===== config.mk =====
export PLATFORM = sky130hd
export DESIGN_NAME = pipeline_ctrl_flat
export DESIGN_NICKNAME = d
export VERILOG_FILES = /design/src/rtl/pipeline_ctrl_pkg.sv /design/src/rtl/pipeline_ctrl_if.sv /design/src/rtl/pipeline_ctrl.sv /design/src/flat_wrapper.sv
export SDC_FILE = /design/constraint.sdc
export NUM_CORES = 1
export LEC_CHECK = 0
export ABC_CLOCK_PERIOD_IN_PS = 2900
export BUFFER_PORTS_ARGS = -buffer_cell sky130_fd_sc_hd__buf_2
export CAP_MARGIN = 10
export CELL_PAD_IN_SITES_DETAIL_PLACEMENT = 0
export CELL_PAD_IN_SITES_GLOBAL_PLACEMENT = 1
export CORE_MARGIN = 10
export CORE_UTILIZATION = 32
export CTS_CLUSTER_SIZE = 28
export DETAILED_ROUTE_END_ITERATION = 6
export PLACE_DENSITY = 0.81
export SKIP_LAST_GASP = 1
export SYNTH_ARGS = -nofsm -noshare
export SYNTH_HDL_FRONTEND = slang
export SYNTH_SLANG_ARGS = --single-unit

===== constraint.sdc =====
create_clock -name clk -period 2.9 [get_ports clk]
set_clock_uncertainty 0.05 [all_clocks]
set_input_delay 0.725 -clock clk [delete_from_list [all_inputs] [get_ports clk]]
set_output_delay 0.725 -clock clk [all_outputs]
set_load 0.005 [all_outputs]

===== src/rtl/pipeline_ctrl_pkg.sv =====
// Shared CPU pipeline-control definitions: divider FSM states and the
// default iterative-divide latency.
package pipeline_ctrl_pkg;

    typedef enum logic [1:0] {
        IDLE = 2'd0,
        BUSY = 2'd1,
        DONE = 2'd2
    } div_state_t;

    localparam int DIV_CYCLES_DEF = 32;
    localparam int CNT_W          = 6;

endpackage


===== src/rtl/pipeline_ctrl_if.sv =====
// Hazard/stall control bundle between the pipeline stages and pipeline_ctrl.
interface pipeline_ctrl_if;

    logic [4:0] ID_rs;
    logic [4:0] ID_rt;
    logic [4:0] EXE_Dst;
    logic       EXE_ReadMem;
    logic       EXE_DivStart;
    logic       ID_BranchTaken;
    logic       MEM_ExceptValid;

    logic       IF_PCWr;
    logic       IF_IDWr;
    logic       IDEXE_Wr;
    logic       IFID_Flush;
    logic       IDEXE_Flush;
    logic       EXEMEM_Flush;
    logic       Div_Busy;
    logic       Div_Done;

    modport master (
        output ID_rs, ID_rt, EXE_Dst, EXE_ReadMem, EXE_DivStart,
               ID_BranchTaken, MEM_ExceptValid,
        input  IF_PCWr, IF_IDWr, IDEXE_Wr, IFID_Flush, IDEXE_Flush,
               EXEMEM_Flush, Div_Busy, Div_Done
    );

    modport slave (
        input  ID_rs, ID_rt, EXE_Dst, EXE_ReadMem, EXE_DivStart,
               ID_BranchTaken, MEM_ExceptValid,
        output IF_PCWr, IF_IDWr, IDEXE_Wr, IFID_Flush, IDEXE_Flush,
               EXEMEM_Flush, Div_Busy, Div_Done
    );

endinterface


===== src/rtl/pipeline_ctrl.sv =====
// Pipeline hazard controller: exception flush, iterative-divide freeze,
// load-use stall and branch flush, resolved by fixed priority.
module pipeline_ctrl
    import pipeline_ctrl_pkg::*;
#(
    parameter int DIV_CYCLES = DIV_CYCLES_DEF
) (
    input logic           clk,
    input logic           rst,
    pipeline_ctrl_if.slave bus
);

    localparam logic [CNT_W-1:0] CNT_INIT = CNT_W'(DIV_CYCLES - 1);

    div_state_t       state, state_nxt;
    logic [CNT_W-1:0] cnt, cnt_nxt;
    logic             load_use;
    logic             div_stall;

    always_ff @(posedge clk or negedge rst) begin
        if (!rst) begin
            state <= IDLE;
            cnt   <= '0;
        end else begin
            state <= state_nxt;
            cnt   <= cnt_nxt;
        end
    end

    assign load_use  = bus.EXE_ReadMem && (bus.EXE_Dst != 5'd0) &&
                       ((bus.EXE_Dst == bus.ID_rs) || (bus.EXE_Dst == bus.ID_rt));
    assign div_stall = ((state == IDLE) && bus.EXE_DivStart) || (state == BUSY);

    always_comb begin
        state_nxt = state;
        cnt_nxt   = cnt;
        unique case (state)
            // An exception flushes the DIV out of EXE, so it must not start.
            IDLE: if (bus.EXE_DivStart && !bus.MEM_ExceptValid) begin
                state_nxt = BUSY;
                cnt_nxt   = CNT_INIT;
            end
            BUSY: begin
                if (bus.MEM_ExceptValid) begin
                    state_nxt = IDLE;
                    cnt_nxt   = '0;
                end else if (cnt != '0) begin
                    cnt_nxt   = cnt - CNT_W'(1);
                end else begin
                    state_nxt = DONE;
                end
            end
            // The finished DIV is still in EXE here; its DivStart is stale.
            DONE: begin
                state_nxt = IDLE;
                cnt_nxt   = '0;
            end
            default: begin
                state_nxt = IDLE;
                cnt_nxt   = '0;
            end
        endcase
    end

    always_comb begin
        bus.IF_PCWr      = 1'b1;
        bus.IF_IDWr      = 1'b1;
        bus.IDEXE_Wr     = 1'b1;
        bus.IFID_Flush   = 1'b0;
        bus.IDEXE_Flush  = 1'b0;
        bus.EXEMEM_Flush = 1'b0;
        bus.Div_Busy     = 1'b0;
        bus.Div_Done     = 1'b0;
        if (bus.MEM_ExceptValid) begin
            bus.IFID_Flush   = 1'b1;
            bus.IDEXE_Flush  = 1'b1;
            bus.EXEMEM_Flush = 1'b1;
        end else if (div_stall) begin
            bus.IF_PCWr      = 1'b0;
            bus.IF_IDWr      = 1'b0;
            bus.IDEXE_Wr     = 1'b0;
            bus.EXEMEM_Flush = 1'b1;
            bus.Div_Busy     = (state == BUSY);
        end else begin
            bus.Div_Done = (state == DONE);
            if (load_use) begin
                bus.IF_PCWr     = 1'b0;
                bus.IF_IDWr     = 1'b0;
                bus.IDEXE_Flush = 1'b1;
            end else if (bus.ID_BranchTaken) begin
                bus.IFID_Flush = 1'b1;
            end
        end
    end

endmodule


===== src/flat_wrapper.sv =====
// flat-port wrapper written by rule: the top's interface ports become plain ports
module pipeline_ctrl_flat import pipeline_ctrl_pkg::*;
#(
    parameter int DIV_CYCLES = DIV_CYCLES_DEF
)
  (clk, rst, bus_ID_rs, bus_ID_rt, bus_EXE_Dst, bus_EXE_ReadMem, bus_EXE_DivStart, bus_ID_BranchTaken, bus_MEM_ExceptValid, bus_IF_PCWr, bus_IF_IDWr, bus_IDEXE_Wr, bus_IFID_Flush, bus_IDEXE_Flush, bus_EXEMEM_Flush, bus_Div_Busy, bus_Div_Done);
  pipeline_ctrl_if bus_i ();
  input logic clk;
  input logic rst;
  input wire logic [$bits(bus_i.ID_rs)-1:0] bus_ID_rs;
  input wire logic [$bits(bus_i.ID_rt)-1:0] bus_ID_rt;
  input wire logic [$bits(bus_i.EXE_Dst)-1:0] bus_EXE_Dst;
  input wire logic [$bits(bus_i.EXE_ReadMem)-1:0] bus_EXE_ReadMem;
  input wire logic [$bits(bus_i.EXE_DivStart)-1:0] bus_EXE_DivStart;
  input wire logic [$bits(bus_i.ID_BranchTaken)-1:0] bus_ID_BranchTaken;
  input wire logic [$bits(bus_i.MEM_ExceptValid)-1:0] bus_MEM_ExceptValid;
  output wire logic [$bits(bus_i.IF_PCWr)-1:0] bus_IF_PCWr;
  output wire logic [$bits(bus_i.IF_IDWr)-1:0] bus_IF_IDWr;
  output wire logic [$bits(bus_i.IDEXE_Wr)-1:0] bus_IDEXE_Wr;
  output wire logic [$bits(bus_i.IFID_Flush)-1:0] bus_IFID_Flush;
  output wire logic [$bits(bus_i.IDEXE_Flush)-1:0] bus_IDEXE_Flush;
  output wire logic [$bits(bus_i.EXEMEM_Flush)-1:0] bus_EXEMEM_Flush;
  output wire logic [$bits(bus_i.Div_Busy)-1:0] bus_Div_Busy;
  output wire logic [$bits(bus_i.Div_Done)-1:0] bus_Div_Done;
  assign bus_i.ID_rs = bus_ID_rs;
  assign bus_i.ID_rt = bus_ID_rt;
  assign bus_i.EXE_Dst = bus_EXE_Dst;
  assign bus_i.EXE_ReadMem = bus_EXE_ReadMem;
  assign bus_i.EXE_DivStart = bus_EXE_DivStart;
  assign bus_i.ID_BranchTaken = bus_ID_BranchTaken;
  assign bus_i.MEM_ExceptValid = bus_MEM_ExceptValid;
  assign bus_IF_PCWr = bus_i.IF_PCWr;
  assign bus_IF_IDWr = bus_i.IF_IDWr;
  assign bus_IDEXE_Wr = bus_i.IDEXE_Wr;
  assign bus_IFID_Flush = bus_i.IFID_Flush;
  assign bus_IDEXE_Flush = bus_i.IDEXE_Flush;
  assign bus_EXEMEM_Flush = bus_i.EXEMEM_Flush;
  assign bus_Div_Busy = bus_i.Div_Busy;
  assign bus_Div_Done = bus_i.Div_Done;
  pipeline_ctrl #(.DIV_CYCLES(DIV_CYCLES)) u_core (.clk(clk), .rst(rst), .bus(bus_i));
endmodule

======== Word level (Yosys, flattened, before mapping) ========
Cells that the tools add are included.
cells by class
  div/mod/pow operators ................... 0
  $add $sub $neg .......................... 1
  bitwise logic cells ..................... 0
  reductions and logical operators ........ 12
  equality and inequality tests ........... 7
  shift operators ......................... 0
  $mul .................................... 0
  multiplexer cells ....................... 26
  $lt $le $gt $ge ......................... 0
operators by type and width
  operator                                             number
  2-to-1 mux 1 bit                                     18
  2-to-1 mux 6 bit                                     3
  case mux 6 bit (2 select lines)                      1
  equality test 5 bit                                  2
  2-to-1 mux 2 bit                                     3
  != test 3 bit, second input constant                 2
  nonzero test 6 bit                                   1
  subtractor 6 x 1 -> 6 bit, second input constant     1
  nonzero test 5 bit                                   1
  logical AND 1 bit                                    4
  case mux 2 bit (2 select lines)                      1
  AND reduction 2 bit                                  2
  equality test 2 x 1 -> 1 bit, second input constant  1
  equality test 2 bit, second input constant           1
  zero test 2 bit                                      1
  logical OR 1 bit                                     2
  != test 2 bit, second input constant                 1
  zero test 1 bit                                      1
storage, ports and cells
  bits in latches ......................... 0
  memory bits (writable) .................. 0
  memories ................................ 0
  flip-flop bits (word level) ............. 8
  word-level logic and storage cells ...... 48
  output and inout bits ................... 8
  bits in read-only memories .............. 0
  bits of input ports ..................... 21

======== Logic depth before layout (Yosys ltp) ========
Gate-level depths: netlist (run 1).
  depth in word-level cells ............... 6
  depth in mapped cells ................... 7
  mapped depth without buffers ............ 6

======== Worst setup path before layout (run 1) ========
No wires, ideal clock.
  kind .................................... input to output
  start point ............................. input port bus_EXE_Dst[0]
  end point ............................... output port bus_IF_PCWr
  data required time ...................... 2.125 ns
  buffers on the path ..................... 1
  stages on the path ...................... 5
  path slack .............................. 0.166 ns
  arrival ................................. 1.959 ns
  cells stage by stage .................... or4_1 o21a_1 nor2b_1 a21boi_0 buf_4
between the ends
  longest elaborated chain between the ends .. 6
  elaborated cells between the ends (all ways) .. 9
  those cells by class .................... eq/ne: 2; mux: 3; reduce/logical: 4
RTL lines
  item                                                              RTL line                                  source
  from (decl)                                                       flat_wrapper.sv:12                        input wire logic [$bits(bus_i.EXE_Dst)-1:0] bus_EXE_Dst;
  equality test 5 bit / nonzero test 5 bit (equally long branches)  pipeline_ctrl.sv:31, pipeline_ctrl.sv:30
  logical OR 1 bit / logical AND 1 bit (equally long branches)      pipeline_ctrl.sv:31, pipeline_ctrl.sv:30
  logical AND 1 bit (*)                                             pipeline_ctrl.sv:30                       assign load_use = bus.EXE_ReadMem && (bus.EXE_Dst != 5'd0) &&
  2-to-1 mux 1 bit (*) (3 in series)                                --
  to (decl)                                                         flat_wrapper.sv:17                        output wire logic [$bits(bus_i.IF_PCWr)-1:0] bus_IF_PCWr;
Mark *: on every way between the ends. The rest lies on a longest branch, timed or not.

======== Worst setup path in the final report (run 1) ========
  start point ............................. input port bus_EXE_Dst[0]
  end point ............................... output port bus_IF_PCWr
between the ends
  longest elaborated chain between the ends .. 6
  elaborated cells between the ends (all ways) .. 9
  those cells by class .................... eq/ne: 2; mux: 3; reduce/logical: 4
RTL lines
  item                                                              RTL line                                  source
  equality test 5 bit / nonzero test 5 bit (equally long branches)  pipeline_ctrl.sv:31, pipeline_ctrl.sv:30
  logical OR 1 bit / logical AND 1 bit (equally long branches)      pipeline_ctrl.sv:31, pipeline_ctrl.sv:30
  logical AND 1 bit (*)                                             pipeline_ctrl.sv:30
  2-to-1 mux 1 bit (*)                                              pipeline_ctrl.sv:86                       if (load_use) begin
  2-to-1 mux 1 bit (*)                                              pipeline_ctrl.sv:78                       end else if (div_stall) begin
  2-to-1 mux 1 bit (*)                                              pipeline_ctrl.sv:74                       if (bus.MEM_ExceptValid) begin
Marked as above.

==> flow_summary.json, run 1 <==
{
  "fmax_mhz": 359.4,
  "crit_family": "simple AND/OR/NAND/NOR gates",
  "die_w_um": 66.54,
  "fin_crit_ns": 2.782,
  "grt_pass1_vias": 774,
  "area_growth_pct": 23.83,
  "slew_viol_final": 0,
  "grt_usage_pct": 9.238,
  "grt_pass1_wl_um": 3305,
  "p_leak_nw": 0.3805,
  "postCtsHoldBufs": 0,
  "fillers": 236,
  "fin_nets": 134,
  "syn_area_um2": 693.2,
  "drv_cap": 0,
  "die_h_um": 66.54,
  "p_clk_share_pct": 28.1,
  "gp_congestion": 0.7907,
  "worstPathRequired_ns": 2.12,
  "drcViolationCount": 0,
  "cts-root-buf": "clkbuf_4",
  "setup.worst_path.start": "bus_EXE_Dst[0]",
  "p_per_area_mw_per_mm2": 367.3,
  "crit_buf_inv": 2,
  "cts-buffers-inserted": 3,
  "rows": 16,
  "synth_nets": 106,
  "portBuffers": 28,
  "cts_tree": "done",
  "ir_drop_mv": 0.1238,
  "r2r-start": "u_core.cnt[0]",
  "path_common_cell": "buf_2",
  "syn_inst": 84,
  "clk_path_buf_depth": 2,
  "drtIter0Drc": 26,
  "outcome": "finished clean",
  "synth_cell_types": 36,
  "die_area_mm2": 0.004428,
  "p_int_uw": 217.6,
  "dr.pass1.iters": 4,
  "n_antenna_cell": 0,
  "power_switching_share_pct": 30.98,
  "start_kind": "primary input",
  "hold_viol_final": 0,
  "async_reset_ff_share_pct": 100.0,
  "path_max_fanout": 3,
  "synth_top_area_share_pct": 28.88,
  "start_util_pct": 34.63,
  "slew_headroom_pct": 69.63,
  "postRouteAntennaNets": 0,
  "setup_viol": 0,
  "ys_seq_area_share_pct": 28.88,
  "p_sw_uw": 97.66,
  "clk-insertion-delay-late_ns": 0.26,
  "clk_pin_slew_ns": 0.06,
  "gr-total-overflow": 0,
  "rsz0062_at_grt": "no",
  "worstHoldPathType": "primary input to asynchronous set/reset pin",
  "pwr-share-seq_pct": 43.1,
  "final_core_util_pct": 42.88,
  "dp_hpwl_um": 1582,
  "cts_sinks": 8,
  "grt_max_degree": 17,
  "drt-total-wl_um": 1915,
  "htreeDepth": 1,
  "end_kind": "primary output",
  "vias_per_cell": 5.131,
  "ys.flop_type": "dfrtp_1",
  "core_area_mm2": 0.002002,
  "critical_path.cell_chain": "buf_2 -> or4_1 -> o21a_1 -> nor2b_1 -> a21boi_1 -> buf_2",
  "layout-drive-gt1-share_pct": 30.91,
  "arrival_ns": 2.01,
  "slowest_delay_ns": 0.52,
  "ys_ff_latch": 8,
  "drt-wirelength-per-cell_um": 13.98,
  "vias": 703,
  "synth-warning-count": 0,
  "antenna_found_initial": 0,
  "critPathKind": "primary input to primary output",
  "slowest_stage": "or4_1",
  "pwr-share-comb_pct": 28.8,
  "setup_tns_ns": 0,
  "boundaryPins": 29,
  "synth-edff-count": 0,
  "synth_area_leaders": "dfrtp_1, xnor2_1, o21ai_0",
  "period_share_pct": 95.94,
  "synth_top_area_cell": "dfrtp_1",
  "tightest_slew_ns": 0.4556,
  "syn_avg_cell_area_um2": 8.252
}
==> flip-flops by register name, summed over array words and instances, names as in the netlist <==
register,flops
u_core.cnt,6
u_core.state,2
==> layer usage <==
layer  share of wire [%]  up-vias  global-route usage, %  routed length [um]
met5                   0        -                      0                   0
met4                 1.4        0                  4.712                  26
met3                 6.6        2                  2.341                 127
met2                  52       17                  16.71                 989
met1                  40      332                  9.510                 772
li1                    -      352                      -                   -
==> area by class of cell <==
type | count | area (um2) | area share (%)
Multi-Input combinational cell | 66 | 442.9 | 51.60
Sequential cell | 8 | 200.2 | 23.32
Timing Repair Buffer | 28 | 140.1 | 16.33
Tap cell | 27 | 33.78 | 3.936
Clock buffer | 3 | 22.52 | 2.624
Inverter | 5 | 18.77 | 2.187
==> path summary, 6_finish.rpt <==
path / to / slack (ns) / cells after the start
max in group asynchronous: u_core.cnt[1] / 2.37 / 1
min in group clk: u_core.state[1] / 0.49 / 1
max: bus_IF_PCWr / 0.12 / 6
min reg2reg: u_core.state[1] / 0.49 / 1
max reg2reg: u_core.cnt[3] / 0.77 / 6
min: u_core.cnt[2] / 0.25 / 1
==> stage by stage <==
step                      area [um2]  total power [mW]  worst slack (ns)  hold WS, ns  instances
after floorplan                693.2            0.1948            0.1664       0.3794         84
after global placement         835.8            0.2280           0.09095       0.4692        134
after detailed placement       835.8            0.2300           0.06032       0.4741        134
after CTS                      858.3            0.3192           0.05711       0.2537        137
after global routing           858.3            0.3379           0.04496       0.2573        137
final                          858.3            0.3153            0.1179       0.2518        137
==> power by group through the flow <==
stage | Sequential, mW | Combinational, mW | Clock [mW]
floorplan | 0.132 | 0.0625 | 0
global placement | 0.138 | 0.0903 | 0
detailed placement | 0.138 | 0.0920 | 0
CTS | 0.136 | 0.0925 | 0.0909
global route | 0.139 | 0.104 | 0.0954
finish | 0.136 | 0.0907 | 0.0886
==> cells by family (layout without fill, tap and decap cells) <==
group | Yosys count | after routing | share of synthesized area [%]
and+or+nand+nor | 30 | 30 | 23.83
xor gates and xnor gates | 10 | 10 | 12.63
adders and majority gates | 1 | 1 | 1.805
muxes | 1 | 1 | 1.444
AOI/OAI and AO/OA | 24 | 24 | 24.19
DFF | 8 | 8 | 28.88
buffers and inverters | 10 | 36 | 7.221
==> cells in the mapped netlist, types with 2 or more instances <==
| library cell | instances |
|---|---|
| nand3_1 | 2 |
| inv_1 | 5 |
| or3_1 | 3 |
| xnor2_1 | 10 |
| nand2_1 | 5 |
| o21a_1 | 2 |
| nor2b_1 | 2 |
| o21ai_0 | 6 |
| a211oi_1 | 2 |
| or4_1 | 2 |
| nand2b_1 | 2 |
| clkbuf_1 | 2 |
| nor2_1 | 8 |
| dfrtp_1 | 8 |
| a21oi_1 | 3 |
| o22ai_1 | 2 |
==> cells in the final DEF, fill, tap and decap left out, drive strengths merged, types with 2 or more instances in the layout <==
cell type	Yosys	routed
o21a	2	2
buf	3	28
or3	3	3
o22ai	3	3
inv	5	5
nand3	2	2
nand2	5	5
dfrtp	8	8
xnor2	10	10
or4	2	2
a211oi	2	2
nand2b	2	2
nor2b	2	2
o21ai	6	6
clkbuf	2	3
a21oi	3	3
nor2	8	8
==> timing repair <==
| action | CTS | global route |
|---|---|---|
| endpoints found under the setup margin | 0 | 2 |
| buffers inserted | 0 | 0 |
| hold endpoints to repair | 0 | 0 |
| gates resized for setup | 0 | 1 |
Note: power is estimated with default switching activity, not from simulation.
==> inputs of run 2 (changes only) <==
--- a/config.mk
+++ b/config.mk
@@ -5,16 +5,16 @@
 export SDC_FILE = /design/constraint.sdc
 export NUM_CORES = 1
 export LEC_CHECK = 0
-export ABC_CLOCK_PERIOD_IN_PS = 2900
+export ABC_CLOCK_PERIOD_IN_PS = 2550
 export BUFFER_PORTS_ARGS = -buffer_cell sky130_fd_sc_hd__buf_2
 export CAP_MARGIN = 10
 export CELL_PAD_IN_SITES_DETAIL_PLACEMENT = 0
 export CELL_PAD_IN_SITES_GLOBAL_PLACEMENT = 1
 export CORE_MARGIN = 10
-export CORE_UTILIZATION = 32
+export CORE_UTILIZATION = 29
 export CTS_CLUSTER_SIZE = 28
 export DETAILED_ROUTE_END_ITERATION = 6
-export PLACE_DENSITY = 0.81
+export PLACE_DENSITY = 0.78
 export SKIP_LAST_GASP = 1
 export SYNTH_ARGS = -nofsm -noshare
 export SYNTH_HDL_FRONTEND = slang
==> constraint.sdc (replaced) <==
create_clock -name clk -period 2.55 [get_ports clk]
set_clock_uncertainty 0.05 [all_clocks]
set_input_delay 0.6375 -clock clk [delete_from_list [all_inputs] [get_ports clk]]
set_output_delay 0.6375 -clock clk [all_outputs]
set_load 0.005 [all_outputs]
==> run 2 against run 1 <==
- core utilization shrank 2.2 points
- final area grew 6.9%
- sequential share of layout area shrank 1.5 points
- register-to-register slack lost 0.24 ns
- combinational power grew 27%
- cell count grew 3.6%
- critical endpoint unchanged
- die area grew 7.2%
- sequential power grew 13%
- critical path type unchanged
- highest routed layer unchanged
- flip-flop and latch count is the same
- global-route usage shrank 0.99 points
==> flow_summary.json, run 2 (synthesis results as in run 1) <==
{
  "outcome": "finished clean",
  "grt_usage_pct": 8.252,
  "dr_wl_met2_um": 946,
  "drt-total-wl_um": 1911,
  "fmax_mhz": 393.2,
  "r2r-start": "u_core.cnt[0]",
  "p_per_area_mw_per_mm2": 391.6,
  "place_ws_ns": -0.04105,
  "rr_worst_depth": 6,
  "postRouteAntennaNets": 0,
  "worstHoldPathType": "primary input to asynchronous set/reset pin",
  "grt_max_degree": 17,
  "rows": 17,
  "antenna_found_initial": 0,
  "portBuffers": 28,
  "dp_hpwl_um": 1553,
  "die_area_mm2": 0.004746,
  "start_util_pct": 30.74,
  "largest_reg_flops": 6,
  "die_w_um": 68.89,
  "layout-drive-gt1-share_pct": 36.84,
  "layout_common_cells": "buf_2, xnor2_1, nor2_1, dfrtp_1, o21ai_0",
  "cts-root-buf": "clkbuf_4",
  "p_leak_nw": 0.4084,
  "gr-total-overflow": 0,
  "drcViolationCount": 0,
  "boundaryPins": 29,
  "grt_pass1_vias": 674,
  "end_kind": "primary output",
  "drv_cap": 0,
  "cts_setup_buffers": 0,
  "htreeDepth": 1,
  "dr.pass1.iters": 4,
  "met1_length_um": 830,
  "core_area_mm2": 0.002255,
  "gp_congestion": 0.7602,
  "cts_tree": "done",
  "p_sw_uw": 104.4,
  "path_max_fanout": 2,
  "cts-buffers-inserted": 3,
  "largest-register": "u_core.cnt",
  "power_switching_share_pct": 29.08,
  "vias_per_cell": 4.901,
  "r2r-end": "u_core.cnt[3]",
  "arrival_ns": 1.86,
  "tightest_slew_ns": 0.3535,
  "ir_drop_mv": 0.2217,
  "mostFrequentLayoutCell": "buf_2",
  "top_layer": "met4",
  "p_int_uw": 254.7,
  "cts_sinks": 8,
  "area_growth_pct": 32.31,
  "clk_pin_slew_ns": 0.05,
  "critPathKind": "primary input to primary output",
  "drt-wirelength-per-cell_um": 13.46,
  "slew_viol_final": 0,
  "pwr-share-comb_pct": 32.1,
  "rsz0062_at_grt": "yes",
  "pwr-share-seq_pct": 43.0,
  "fin_hold_ws_ns": 0.1735,
  "grt_pass1_wl_um": 3077,
  "fin_crit_ns": 2.543,
  "start_kind": "primary input",
  "clk_path_buf_depth": 2,
  "postCtsHoldBufs": 0,
  "hold_viol_final": 0,
  "slew_headroom_pct": 76.44,
  "clk-insertion-delay-late_ns": 0.24,
  "drtIter0Drc": 36,
  "reg2reg_slack_ns": 0.53,
  "vias": 696,
  "worstPathRequired_ns": 1.86,
  "die_h_um": 68.89,
  "fin_nets": 138,
  "setup_viol": 0,
  "setup_ws_ns": 0.006664,
  "p_clk_share_pct": 24.9,
  "n_antenna_cell": 0,
  "period_share_pct": 99.74,
  "reg_top3": "u_core.cnt: 6 flops, u_core.state: 2 flops",
  "wl_met3_um": 129
}
-- run 2: how the worst max path moves through the flow --
stage / start / end / slack, ns / cells after the start
finish: bus_EXE_Dst[3] / bus_IF_PCWr / 0.007 / 6
global route: bus_EXE_Dst[3] / bus_IF_PCWr / -0.07 / 6
CTS: bus_EXE_Dst[0] / bus_IFID_Flush / 0.004 / 6
detailed placement: bus_EXE_Dst[0] / bus_IF_PCWr / -0.04 / 6
global placement: bus_EXE_Dst[0] / bus_IF_IDWr / -0.01 / 6
floorplan: bus_EXE_Dst[0] / bus_IF_PCWr / 0.07 / 5
-- run 2: area by class of cell --
class	count	area [um2]
Sequential cell	8	200.2
Clock buffer	3	22.52
Tap cell	28	35.03
Fill cell	239	1338
Inverter	5	18.77
Multi-Input combinational cell	66	464.2
Timing Repair Buffer	32	176.4
-- run 2: routing by layer --
layer  vias up  global-route usage (%)
met1       320                   10.03
met2        11                   13.36
li1        363                       -
met3         2                   2.093
met5         -                       0
met4         0                   3.695
-- run 2: per-stage QoR --
stage | power (mW) | std cells | setup TNS (ns) | cell area [um2] | util, %
4_1_cts | 0.3628 | 142 | 0 | 900.9 | 39.96
5_1_grt | 0.3946 | 142 | -0.1548 | 917.1 | 40.68
6_report | 0.3591 | 142 | 0 | 917.1 | 40.68
3_3_place_gp | 0.2646 | 139 | -0.02180 | 867.1 | 38.46
3_5_place_dp | 0.2661 | 139 | -0.08167 | 867.1 | 38.46
2_1_floorplan | 0.2218 | 84 | 0 | 693.2 | -
-- run 2: power by group through the flow --
stage               Combinational [mW]  Clock [mW]  Sequential, mW
CTS                              0.113      0.0962           0.154
global placement                 0.109           0           0.156
floorplan                       0.0714           0           0.150
detailed placement               0.110           0           0.156
global route                     0.130       0.109           0.156
finish                           0.115      0.0894           0.154
-- run 2: critical path, stage by stage --
cell      delay (ns)
buf_6           0.09
or4_1           0.50
o21a_1          0.21
nor2b_4         0.14
a21boi_2        0.15
buf_2           0.12
-- run 2: repair_timing --
| action | 4_1_cts | 5_1_grt |
|---|---|---|
| setup endpoints to repair | 2 | 4 |
| pin swaps | 2 | 3 |
| gates resized for setup | 3 | 3 |
| hold endpoints to repair | 0 | 0 |
